`src/rtl/ti_kbd_pkg.sv`:
```
// Shared definitions for the PS/2 to TI-99/4A keyboard matrix engine:
// prefix codes, state enums, joystick rows and the scancode lookup.
package ti_kbd_pkg;

    localparam logic [7:0] SC_EXT   = 8'hE0;
    localparam logic [7:0] SC_BRK   = 8'hF0;
    localparam logic [7:0] SC_PAUSE = 8'hE1;
    localparam logic [7:0] SC_CAPS  = 8'h58;
    localparam logic [7:0] SC_FN    = 8'h11;

    localparam int FN_ROW = 4;
    localparam int FN_COL = 7;

    localparam int JOY_FIRE_ROW  = 0;
    localparam int JOY_LEFT_ROW  = 1;
    localparam int JOY_RIGHT_ROW = 2;
    localparam int JOY_DOWN_ROW  = 3;
    localparam int JOY_UP_ROW    = 4;

    typedef enum logic [2:0] {
        IDLE    = 3'd0,
        EXT     = 3'd1,
        BRK     = 3'd2,
        EXT_BRK = 3'd3,
        SKIP    = 3'd4
    } pfx_state_t;

    typedef enum logic [1:0] {
        C_IDLE  = 2'd0,
        C_LEAD  = 2'd1,
        C_HOLD  = 2'd2,
        C_TRAIL = 2'd3
    } seq_state_t;

    typedef struct packed {
        logic       valid;
        logic       composite;
        logic [3:0] row;
        logic [3:0] col;
    } key_map_t;

    // Arrow keys are composites: FN plus the E/S/D/X key they sit on.
    function automatic key_map_t map_scancode(input logic ext, input logic [7:0] code);
        key_map_t m;
        case ({ext, code})
            9'h01C:  m = '{1'b1, 1'b0, 4'd5, 4'd2};   // A
            9'h01B:  m = '{1'b1, 1'b0, 4'd5, 4'd1};   // S
            9'h023:  m = '{1'b1, 1'b0, 4'd5, 4'd3};   // D
            9'h024:  m = '{1'b1, 1'b0, 4'd6, 4'd2};   // E
            9'h022:  m = '{1'b1, 1'b0, 4'd7, 4'd1};   // X
            9'h029:  m = '{1'b1, 1'b0, 4'd1, 4'd0};   // space
            9'h05A:  m = '{1'b1, 1'b0, 4'd2, 4'd0};   // enter
            9'h012:  m = '{1'b1, 1'b0, 4'd3, 4'd0};   // left shift
            9'h014:  m = '{1'b1, 1'b0, 4'd6, 4'd0};   // ctrl
            9'h011:  m = '{1'b1, 1'b0, 4'd4, 4'd7};   // left alt = FN
            9'h175:  m = '{1'b1, 1'b1, 4'd6, 4'd2};   // up    -> FN+E
            9'h16B:  m = '{1'b1, 1'b1, 4'd5, 4'd1};   // left  -> FN+S
            9'h174:  m = '{1'b1, 1'b1, 4'd5, 4'd3};   // right -> FN+D
            9'h172:  m = '{1'b1, 1'b1, 4'd7, 4'd1};   // down  -> FN+X
            default: m = '{1'b0, 1'b0, 4'd0, 4'd0};
        endcase
        return m;
    endfunction

    function automatic logic joy_bit(input logic [4:0] jv, input int r);
        case (r)
            JOY_FIRE_ROW:  return jv[0];
            JOY_LEFT_ROW:  return jv[1];
            JOY_RIGHT_ROW: return jv[2];
            JOY_DOWN_ROW:  return jv[3];
            JOY_UP_ROW:    return jv[4];
            default:       return 1'b0;
        endcase
    endfunction

endpackage

```
`src/rtl/ti_key_seq.sv`:
```
// Composite-key sequencer: raises FN, waits MOD_LEAD cycles, asserts the
// target key; on release drops the key first and FN MOD_LEAD cycles later.
module ti_key_seq
    import ti_kbd_pkg::*;
#(
    parameter int MOD_LEAD = 4096
) (
    input  logic       clk_sys,
    input  logic       reset_n,
    input  logic       clr,
    input  logic       ev_valid,
    input  logic       ev_brk,
    input  logic [7:0] ev_code,
    input  logic [3:0] tgt_row,
    input  logic [3:0] tgt_col,
    output logic       fn_syn,
    output logic       key_on,
    output logic [3:0] key_row,
    output logic [3:0] key_col
);

    localparam logic [15:0] LEAD_M1 = 16'(MOD_LEAD - 1);

    seq_state_t  state_r;
    logic [15:0] cnt_r;
    logic [7:0]  act_code_r;
    logic        fn_syn_r;
    logic        key_on_r;
    logic [3:0]  key_row_r;
    logic [3:0]  key_col_r;
    logic        act_brk_s;

    assign act_brk_s = ev_valid && ev_brk && (ev_code == act_code_r);

    // Sequencer state, lead/trail counter and registered FN/key outputs.
    always_ff @(posedge clk_sys or negedge reset_n) begin
        if (!reset_n) begin
            state_r    <= C_IDLE;
            cnt_r      <= 16'd0;
            act_code_r <= 8'd0;
            fn_syn_r   <= 1'b0;
            key_on_r   <= 1'b0;
            key_row_r  <= 4'd0;
            key_col_r  <= 4'd0;
        end else if (clr) begin
            state_r  <= C_IDLE;
            cnt_r    <= 16'd0;
            fn_syn_r <= 1'b0;
            key_on_r <= 1'b0;
        end else begin
            case (state_r)
                C_IDLE: begin
                    if (ev_valid && !ev_brk) begin
                        fn_syn_r   <= 1'b1;
                        cnt_r      <= LEAD_M1;
                        act_code_r <= ev_code;
                        key_row_r  <= tgt_row;
                        key_col_r  <= tgt_col;
                        state_r    <= C_LEAD;
                    end
                end
                C_LEAD: begin
                    if (act_brk_s) begin
                        cnt_r   <= LEAD_M1;
                        state_r <= C_TRAIL;
                    end else if (cnt_r == 16'd0) begin
                        key_on_r <= 1'b1;
                        state_r  <= C_HOLD;
                    end else begin
                        cnt_r <= cnt_r - 16'd1;
                    end
                end
                C_HOLD: begin
                    if (act_brk_s) begin
                        key_on_r <= 1'b0;
                        cnt_r    <= LEAD_M1;
                        state_r  <= C_TRAIL;
                    end
                end
                C_TRAIL: begin
                    if (cnt_r == 16'd0) begin
                        fn_syn_r <= 1'b0;
                        state_r  <= C_IDLE;
                    end else begin
                        cnt_r <= cnt_r - 16'd1;
                    end
                end
                default: begin
                    state_r  <= C_IDLE;
                    fn_syn_r <= 1'b0;
                    key_on_r <= 1'b0;
                end
            endcase
        end
    end

    assign fn_syn  = fn_syn_r;
    assign key_on  = key_on_r;
    assign key_row = key_row_r;
    assign key_col = key_col_r;

endmodule

```
`src/rtl/ti_keymatrix_gen.sv`:
```
// PS/2 set-2 byte stream to TI-99/4A keyboard matrix: prefix parsing,
// key matrix, Alpha Lock, joystick merge and active-low row return.
module ti_keymatrix_gen
    import ti_kbd_pkg::*;
#(
    parameter int ROWS     = 8,
    parameter int COLS     = 8,
    parameter int NJOY     = 2,
    parameter int MOD_LEAD = 4096,
    parameter int AL_ROW   = 4
) (
    input  logic              clk_sys,
    input  logic              reset_n,
    input  logic              byte_valid,
    input  logic [7:0]        ps2_byte,
    input  logic              kbd_clear,
    input  logic              joy_swap,
    input  logic [NJOY*5-1:0] joy,
    input  logic [COLS-1:0]   sel_n,
    input  logic              al_sel_n,
    output logic [ROWS-1:0]   rows_n,
    output logic              alpha_lock
);

    pfx_state_t                 pfx_state_r;
    logic [2:0]                 skip_cnt_r;
    logic [ROWS-1:0][COLS-1:0]  mat_r;
    logic [ROWS-1:0][COLS-1:0]  eff_s;
    logic                       caps_held_r;
    logic                       alpha_lock_r;
    logic [ROWS-1:0]            rows_n_s;

    logic        is_prefix_s;
    logic        ev_valid_s;
    logic        ev_ext_s;
    logic        ev_brk_s;
    logic        caps_ev_s;
    logic        plain_ev_s;
    logic        comp_ev_s;
    key_map_t    km_s;
    logic        fn_syn_s;
    logic        key_on_s;
    logic [3:0]  key_row_s;
    logic [3:0]  key_col_s;
    logic [NJOY*5-1:0] joy_sw_s;
    logic [4:0]  joy_col_s [COLS];

    assign is_prefix_s = (ps2_byte == SC_EXT) || (ps2_byte == SC_BRK) || (ps2_byte == SC_PAUSE);
    assign ev_valid_s  = byte_valid && !kbd_clear && (pfx_state_r != SKIP) && !is_prefix_s;
    assign ev_ext_s    = (pfx_state_r == EXT) || (pfx_state_r == EXT_BRK);
    assign ev_brk_s    = (pfx_state_r == BRK) || (pfx_state_r == EXT_BRK);
    assign km_s        = map_scancode(ev_ext_s, ps2_byte);
    assign caps_ev_s   = ev_valid_s && !ev_ext_s && (ps2_byte == SC_CAPS);
    assign plain_ev_s  = ev_valid_s && km_s.valid && !km_s.composite;
    assign comp_ev_s   = ev_valid_s && km_s.valid && km_s.composite;

    // Prefix parser; E1 swallows the remaining seven bytes of Pause.
    always_ff @(posedge clk_sys or negedge reset_n) begin
        if (!reset_n) begin
            pfx_state_r <= IDLE;
            skip_cnt_r  <= 3'd0;
        end else if (kbd_clear) begin
            pfx_state_r <= IDLE;
            skip_cnt_r  <= 3'd0;
        end else if (byte_valid) begin
            case (pfx_state_r)
                SKIP: begin
                    if (skip_cnt_r == 3'd1) begin
                        pfx_state_r <= IDLE;
                    end
                    skip_cnt_r <= skip_cnt_r - 3'd1;
                end
                IDLE, EXT, BRK, EXT_BRK: begin
                    if (ps2_byte == SC_PAUSE) begin
                        pfx_state_r <= SKIP;
                        skip_cnt_r  <= 3'd7;
                    end else if (ps2_byte == SC_EXT) begin
                        pfx_state_r <= ev_brk_s ? EXT_BRK : EXT;
                    end else if (ps2_byte == SC_BRK) begin
                        pfx_state_r <= ev_ext_s ? EXT_BRK : BRK;
                    end else begin
                        pfx_state_r <= IDLE;
                    end
                end
                default: begin
                    pfx_state_r <= IDLE;
                    skip_cnt_r  <= 3'd0;
                end
            endcase
        end
    end

    // Plain key matrix: make sets, break clears the mapped position.
    always_ff @(posedge clk_sys or negedge reset_n) begin
        if (!reset_n) begin
            mat_r <= {(ROWS*COLS){1'b0}};
        end else if (kbd_clear) begin
            mat_r <= {(ROWS*COLS){1'b0}};
        end else if (plain_ev_s) begin
            for (int r = 0; r < ROWS; r++) begin
                for (int c = 0; c < COLS; c++) begin
                    if (r == int'(km_s.row) && c == int'(km_s.col)) begin
                        mat_r[r][c] <= !ev_brk_s;
                    end
                end
            end
        end
    end

    // Alpha Lock toggles on the first make only; typematic repeats are held off.
    always_ff @(posedge clk_sys or negedge reset_n) begin
        if (!reset_n) begin
            caps_held_r  <= 1'b0;
            alpha_lock_r <= 1'b0;
        end else if (kbd_clear) begin
            caps_held_r <= 1'b0;
        end else if (caps_ev_s) begin
            if (ev_brk_s) begin
                caps_held_r <= 1'b0;
            end else begin
                caps_held_r <= 1'b1;
                if (!caps_held_r) begin
                    alpha_lock_r <= !alpha_lock_r;
                end
            end
        end
    end

    ti_key_seq #(
        .MOD_LEAD (MOD_LEAD)
    ) u_seq (
        .clk_sys  (clk_sys),
        .reset_n  (reset_n),
        .clr      (kbd_clear),
        .ev_valid (comp_ev_s),
        .ev_brk   (ev_brk_s),
        .ev_code  (ps2_byte),
        .tgt_row  (km_s.row),
        .tgt_col  (km_s.col),
        .fn_syn   (fn_syn_s),
        .key_on   (key_on_s),
        .key_row  (key_row_s),
        .key_col  (key_col_s)
    );

    if (NJOY >= 2) begin : g_swap
        // Channel 0/1 exchange; higher channels pass straight through.
        always_comb begin
            joy_sw_s = joy;
            if (joy_swap) begin
                joy_sw_s[4:0] = joy[9:5];
                joy_sw_s[9:5] = joy[4:0];
            end else begin
                joy_sw_s = joy;
            end
        end
    end else begin : g_noswap
        assign joy_sw_s = joy;
    end

    for (genvar c = 0; c < COLS; c++) begin : g_joy
        if (c < NJOY) begin : g_on
            assign joy_col_s[c] = joy_sw_s[(NJOY-1-c)*5 +: 5];
        end else begin : g_off
            assign joy_col_s[c] = 5'd0;
        end
    end

    // Effective matrix and active-low row reduction under the column selects.
    always_comb begin
        eff_s    = mat_r;
        rows_n_s = {ROWS{1'b1}};
        for (int r = 0; r < ROWS; r++) begin
            for (int c = 0; c < COLS; c++) begin
                eff_s[r][c] = mat_r[r][c]
                            | joy_bit(joy_col_s[c], r)
                            | (fn_syn_s && r == FN_ROW && c == FN_COL)
                            | (key_on_s && r == int'(key_row_s) && c == int'(key_col_s));
            end
            rows_n_s[r] = !((|(eff_s[r] & ~sel_n))
                          || (r == AL_ROW && alpha_lock_r && !al_sel_n));
        end
    end

    assign rows_n     = rows_n_s;
    assign alpha_lock = alpha_lock_r;

endmodule

```
`config.mk`:
```
export PLATFORM = sky130hd
export DESIGN_NAME = ti_keymatrix_gen
export DESIGN_NICKNAME = d
export VERILOG_FILES = /design/src/rtl/ti_kbd_pkg.sv /design/src/rtl/ti_key_seq.sv /design/src/rtl/ti_keymatrix_gen.sv
export SDC_FILE = /design/constraint.sdc
export NUM_CORES = 1
export LEC_CHECK = 0
export ABC_AREA = 1
export CAP_MARGIN = 20
export CORE_ASPECT_RATIO = 1.4
export CORE_MARGIN = 8
export CORE_UTILIZATION = 46
export CTS_BUF_LIST = sky130_fd_sc_hd__clkbuf_2
export DETAILED_ROUTE_END_ITERATION = 10
export PLACE_DENSITY = 0.76
export SYNTH_ARGS = -nofsm -noshare
export SYNTH_HDL_FRONTEND = slang
export SYNTH_SLANG_ARGS = --single-unit
export TNS_END_PERCENT = 100
```
`constraint.sdc`:
```
create_clock -name clk_sys -period 3.5 [get_ports clk_sys]
set_input_delay 0.875 -clock clk_sys [delete_from_list [all_inputs] [get_ports clk_sys]]
set_output_delay 0.875 -clock clk_sys [all_outputs]
set_load 0.03 [all_outputs]
```
== After elaboration in Yosys (flattened, before gate mapping) ==
Cells that the tools add are included.

* Add/subtract/negate cells: 2
* Eq/ne operators: 64
* Muxes and demuxes: 106
* Bitwise logic cells: 87
* Reduce and logical (&&, ||, !) cells: 325

{| class="wikitable"
|+ Operators with widths
! cell !! count
|-
| logical AND 1 bit || 148
|-
| one-hot mux 10 bit (14 select lines) || 1
|-
| AND reduction 2 bit || 67
|-
| nonzero test 2 bit || 67
|-
| 2-to-1 mux 64 bit || 2
|-
| 2-to-1 mux 16 bit || 5
|-
| 2-to-1 mux 1 bit || 75
|-
| bitwise OR 1 bit || 75
|-
| bitwise AND 8 bit || 8
|-
| == test 4 bit, first input constant || 16
|-
| one-hot mux 16 bit (4 select lines) || 1
|-
| OR reduction 8 bit || 8
|-
| == test 9 x 5 -> 1 bit, second input constant || 5
|-
| == test 9 x 6 -> 1 bit, second input constant || 4
|-
| == test 9 bit, second input constant || 4
|-
| == test 3 x 4 -> 1 bit, first input constant || 8
|-
| == test 8 bit, second input constant || 3
|-
| 2-to-1 mux 3 bit || 8
|-
| == test 2 x 4 -> 1 bit, first input constant || 4
|-
| zero test 16 bit || 1
|-
| zero test 4 bit || 4
|-
| 2-to-1 mux 2 bit || 8
|-
| subtractor 16 x 1 -> 16 bit, second input constant || 1
|-
| zero test 1 bit || 15
|-
| other kinds (25) || 46
|}

* Bits in registers: 108
* Bits of input ports: 32
* Output and inout port bits: 9
* Logic and storage cells: 659

== Depth between registers and ports, before layout ==
* Depth after elaboration: 12
* Mapped depth: 16
* Gate-level depth less buffers: 15

== Modules after synthesis ==
A second synthesis with hierarchy kept.

* Cells, all modules: 974
* Area total of the unflattened synthesis: 6790.3 um2

{| class="wikitable"
|+ By module, submodules not included
! module !! instances !! cells an instance !! area an instance (um2) !! seq. area each (um2)
|-
| ti_keymatrix_gen || 1 || 657 || 4439.3 || 1801.7
|-
| ti_key_seq || 1 || 317 || 2351.0 || 900.9
|}

== Least setup slack after synthesis ==
No wires, ideal clock.

* Path type: input to output
* Start: input port joy_swap
* End: output port rows_n[2]
* Arrival: 2.510 ns
* Data required time: 2.625 ns
* Setup slack: 0.115 ns
* Cell stages on the path: 5
* Path buffers: 1
* Cell sequence: clkbuf_1 o21ai_0 o31ai_1 o2111ai_1 nor4_1

* Cells in the longest elaborated chain, start to end: 6
* Elaborated cells on any way between the ends: 8
* Classes of those cells: mux: 1; bitwise: 5; reduce/logical: 2

{| class="wikitable"
|+ Ends and longest elaborated chain
! item !! RTL line !! RTL
|-
| start, declared || ti_keymatrix_gen.sv:17 || <nowiki>input logic joy_swap,</nowiki>
|-
| 2-to-1 mux 10 bit * || ti_keymatrix_gen.sv:150 || <nowiki>if (joy_swap) begin</nowiki>
|-
| bitwise OR 1 bit || ti_keymatrix_gen.sv:176 || <nowiki>| joy_bit(joy_col_s[c], r)</nowiki>
|-
| bitwise OR 1 bit || ti_keymatrix_gen.sv:178 || <nowiki>| (key_on_s && r == int'(key_row_s) && c == int'(key_col_s));</nowiki>
|-
| bitwise AND 8 bit * || ti_keymatrix_gen.sv:180 || <nowiki>rows_n_s[r] = !((|(eff_s[r] & ~sel_n))</nowiki>
|-
| OR reduction 8 bit * || ti_keymatrix_gen.sv:180 ||
|-
| zero test 1 bit * || ti_keymatrix_gen.sv:180 ||
|-
| end, declared || ti_keymatrix_gen.sv:21 || <nowiki>output logic [ROWS-1:0] rows_n,</nowiki>
|}

Every way passes the cells marked *; elsewhere a longest branch is shown, timed or not.

== Worst setup path in the final report ==
* Start: register u_seq.key_col_r[1], in the netlist u_seq.key_col[1]
* End: output port rows_n[1]

* Cells in the longest elaborated chain, start to end: 6
* Elaborated cells on any way between the ends: 27
* Classes of those cells: eq/ne: 7; bitwise: 9; reduce/logical: 11

{| class="wikitable"
|+ Ends and longest elaborated chain
! item !! RTL line !! RTL
|-
| start, declared || ti_key_seq.sv:30 || <nowiki>logic [3:0] key_col_r;</nowiki>
|-
| start signal, assigned || ti_key_seq.sv:58 || <nowiki>key_col_r <= tgt_col;</nowiki>
|-
| == test 2 x 4 -> 1 bit, or another cell as far along || ti_keymatrix_gen.sv:178 ||
|-
| logical AND 1 bit || ti_keymatrix_gen.sv:178 ||
|-
| bitwise OR 1 bit || ti_keymatrix_gen.sv:178 ||
|-
| bitwise AND 8 bit * || ti_keymatrix_gen.sv:180 ||
|-
| OR reduction 8 bit * || ti_keymatrix_gen.sv:180 ||
|-
| zero test 1 bit * || ti_keymatrix_gen.sv:180 ||
|}

Marked as above.

==> impl_metrics.env <==
export IMPL_gp_congestion=1.00
export IMPL_p_total_mw=2.89
export IMPL_internal_power_mw=1.77
export IMPL_die_height_um=154
export IMPL_p_switching_mw=1.13
export IMPL_syn_cell_area_mm2=0.00626
export IMPL_drive_gt1_share_pct=12.7
export IMPL_grt_pass1_vias=5606
export IMPL_dpl_cell_area_mm2=0.00698
export IMPL_die_area_mm2=0.0176
export IMPL_utilization_pct=54.1
export IMPL_grt_overflow_total=0
export IMPL_io_buffers=40
export IMPL_worstHoldPathType="in -> async"
export IMPL_maxSlewViolCount=0
export IMPL_vias_per_cell=5.25
export IMPL_clkPwrFrac_pct=20.4
export IMPL_fmax_ghz=0.294
export IMPL_clockBufferDepth=2
export IMPL_ir_drop_mv=0.207
export IMPL_synth_top_area_share_pct=42.4
export IMPL_cp_required_ns=2.62
export IMPL_grt_setup_unrepaired="true"
export IMPL_nets=967
export IMPL_crit_path_max_fanout=5
export IMPL_fillers=1285
export IMPL_yosysUniqueCellTypes=44
export IMPL_initial_core_util_pct=47.0
export IMPL_antenna_found_initial=1
export IMPL_cts_sinks=106
export IMPL_syn_inst=865
export IMPL_post_route_min_period_ns=3.41
export IMPL_fin_hold_ws_ns=0.199
export IMPL_synth_top_area_cell="dfrtp_1"
export IMPL_grt_max_degree=71
export IMPL_power_density_mw_per_mm2=401
export IMPL_hold_viol=0
export IMPL_swShare_pct=39.0
export IMPL_final_antenna_net_count=0
export IMPL_synthToLayoutAreaGrowth_pct=15.3
export IMPL_core_area_mm2=0.0133
export IMPL_synth_area_per_cell_um2=7.24
export IMPL_die_width_um=115
export IMPL_end_kind="output port"
export IMPL_ys_warnings_count=0
export IMPL_grt_pass1_wl_um=26600
export IMPL_r2r_cells=14
export IMPL_dr_pass1_iters=5
export IMPL_numCtsBuffers=9
export IMPL_setup_violations=0
export IMPL_cts_tree="yes"
export IMPL_ys_seq_elements=106
export IMPL_drt_iter0_drc=364
export IMPL_htree_levels=3
export IMPL_vias=5856
export IMPL_slew_headroom_pct=40.2
export IMPL_fin_area_mm2=0.00721
export IMPL_grtUsageTotal_pct=18.7
export IMPL_finalWirelength_um=16200
export IMPL_ioPinCount=41
export IMPL_seq_area_frac_synth_pct=42.4
export IMPL_drc_errors=0
export IMPL_clock_skew_final_ns=0.0299
export IMPL_clk_pin_slew_ns=0.34
export IMPL_setup_worst_path_class="reg -> out"
export IMPL_post_route_period_util_pct=97.3
export IMPL_p_leak_nw=3.40
export IMPL_clk_latency_ns=0.64
export IMPL_synth_area_leaders="dfrtp_1 (42%), nand2_1 (11%), nor2_1 (8.5%)"
export IMPL_placement_rows=50
export IMPL_clockRootBuffer="clkbuf_2"
export IMPL_syn_nets=905
export IMPL_pwr_share_comb_pct=30.2
export IMPL_wl_per_cell_um=14.5
export IMPL_tightest_slew_ns=0.896
export IMPL_dp_hpwl_um=12100
export IMPL_startpoint_type="register"
export IMPL_holdBufCountCts=0
export IMPL_outcome="complete, no violations"
export IMPL_crit_arrival_ns=2.53
export IMPL_power_frac_seq_pct=49.5
export IMPL_drv_cap=0
[final cells by class]
class | instances | area (um2) | share of cell area (%)
flip-flops and latches | 106 | 2660 | 36.8
well taps | 182 | 228 | 3.16
repair buffers | 67 | 619 | 8.58
multi-input cells | 602 | 3060 | 42.4
inverters | 141 | 536 | 7.42
clock inverters | 7 | 68.8 | 0.954
diodes | 1 | 2.50 | 0.0347
clock buffers | 9 | 45.0 | 0.624
[power by group through the flow]
stage / Clock, mW / Sequential [mW] / Combinational [mW]
after floorplan: 0 / 1.42 / 0.626
after global placement: 0 / 1.45 / 0.842
after detailed placement: 0 / 1.45 / 0.865
after CTS: 0.611 / 1.43 / 0.869
after global routing: 0.657 / 1.45 / 0.997
final: 0.590 / 1.43 / 0.873
[cells in the mapped netlist (all sizes together)]
| cell | instances |
|---|---|
| nand2 | 200 |
| nor2 | 149 |
| inv | 139 |
| dfrtp | 106 |
| a21oi | 59 |
| o21ai | 51 |
| nand3 | 31 |
| nor3 | 21 |
| nand4 | 12 |
| nor4 | 12 |
| o22ai | 12 |
| xor2 | 9 |
| buf | 8 |
| clkbuf | 8 |
| ha | 8 |
| xnor2 | 8 |
| o2111ai | 6 |
| a41oi | 4 |
| o31ai | 4 |
| or2 | 4 |
| a22oi | 3 |
| a21boi | 2 |
| clkinv | 2 |
| o211ai | 2 |
| o221ai | 2 |
| a31oi | 1 |
| nand3b | 1 |
| nor3b | 1 |
[state kept, by name, indices dropped and copies added (netlist names), 2 cells and up]
register / cells
u_seq.key_row: 3
u_seq.cnt_r: 16
skip_cnt_r: 3
pfx_state_r: 3
mat_r: 64
u_seq.act_code_r: 8
u_seq.state_r: 2
u_seq.key_col: 3
[per-stage QoR]
| stage | setup slack [ns] | instances | TNS [ns] |
|---|---|---|---|
| finish | 0.0929 | 1115 | 0 |
| global route | -0.0859 | 1115 | -0.186 |
| CTS | 0.0355 | 1109 | 0 |
| detailed placement | -0.0371 | 1093 | -0.0882 |
| global placement | -0.000377 | 1092 | -0.000377 |
| floorplan | 0.115 | 865 | 0 |
[cell usage in the layout (no fill, tap or decap), types with 13 or more instances in the layout]
cell	n
nand2_1	187
nor2_1	137
inv_1	127
dfrtp_1	103
a21oi_1	59
o21ai_0	42
buf_4	32
nand3_1	29
clkdlybuf4s50_1	29
nor3_1	13
[cell families (layout without fill, tap and decap cells)]
logic type / count (synthesis) / count (layout) / synth area share [%]
flops: 106 / 106 / 42.4
fa+ha+maj: 8 / 8 / 1.60
simple gates: 431 / 431 / 30.3
compound gates: 146 / 146 / 13.6
buf+inv: 157 / 224 / 9.73
other cells: 0 / 1 / 0
xor+xnor: 17 / 17 / 2.38
[final timing paths]
check | from | end | slack [ns]
max in group asynchronous | reset_n | mat_r[61] | 2.55
hold reg to reg | mat_r[22] | mat_r[22] | 0.51
setup reg to reg | pfx_state_r[2] | u_seq.cnt_r[0] | 0.88
setup / recovery | u_seq.key_col[1] | rows_n[1] | 0.09
hold / removal | reset_n | mat_r[51] | 0.20
min in group clk_sys | mat_r[22] | mat_r[22] | 0.51
[layer usage]
layer,share of wire [%],global-route usage [%],vias up
met1,39,20.7,2729
met3,6.1,4.43,66
met5,0,0,-
met2,50,32.3,170
li1,-,-,2891
met4,5.1,9.74,0
[worst max-delay path: stages (launching register included)]
cell     delay, ns
dfrtp_2       0.47
inv_1         0.13
nor3_1        0.47
buf_4         0.25
a21oi_1       0.07
o22ai_1       0.15
nor3_2        0.09
buf_4         0.15
buf_12        0.13
[what timing repair did]
| action | in CTS | in global routing |
|---|---|---|
| pin swaps | 0 | 4 |
| setup endpoints to repair | 8 | 7 |
| gates resized for setup | 2 | 23 |
| setup buffers | 0 | 6 |
(Power assumes the default switching activity.)
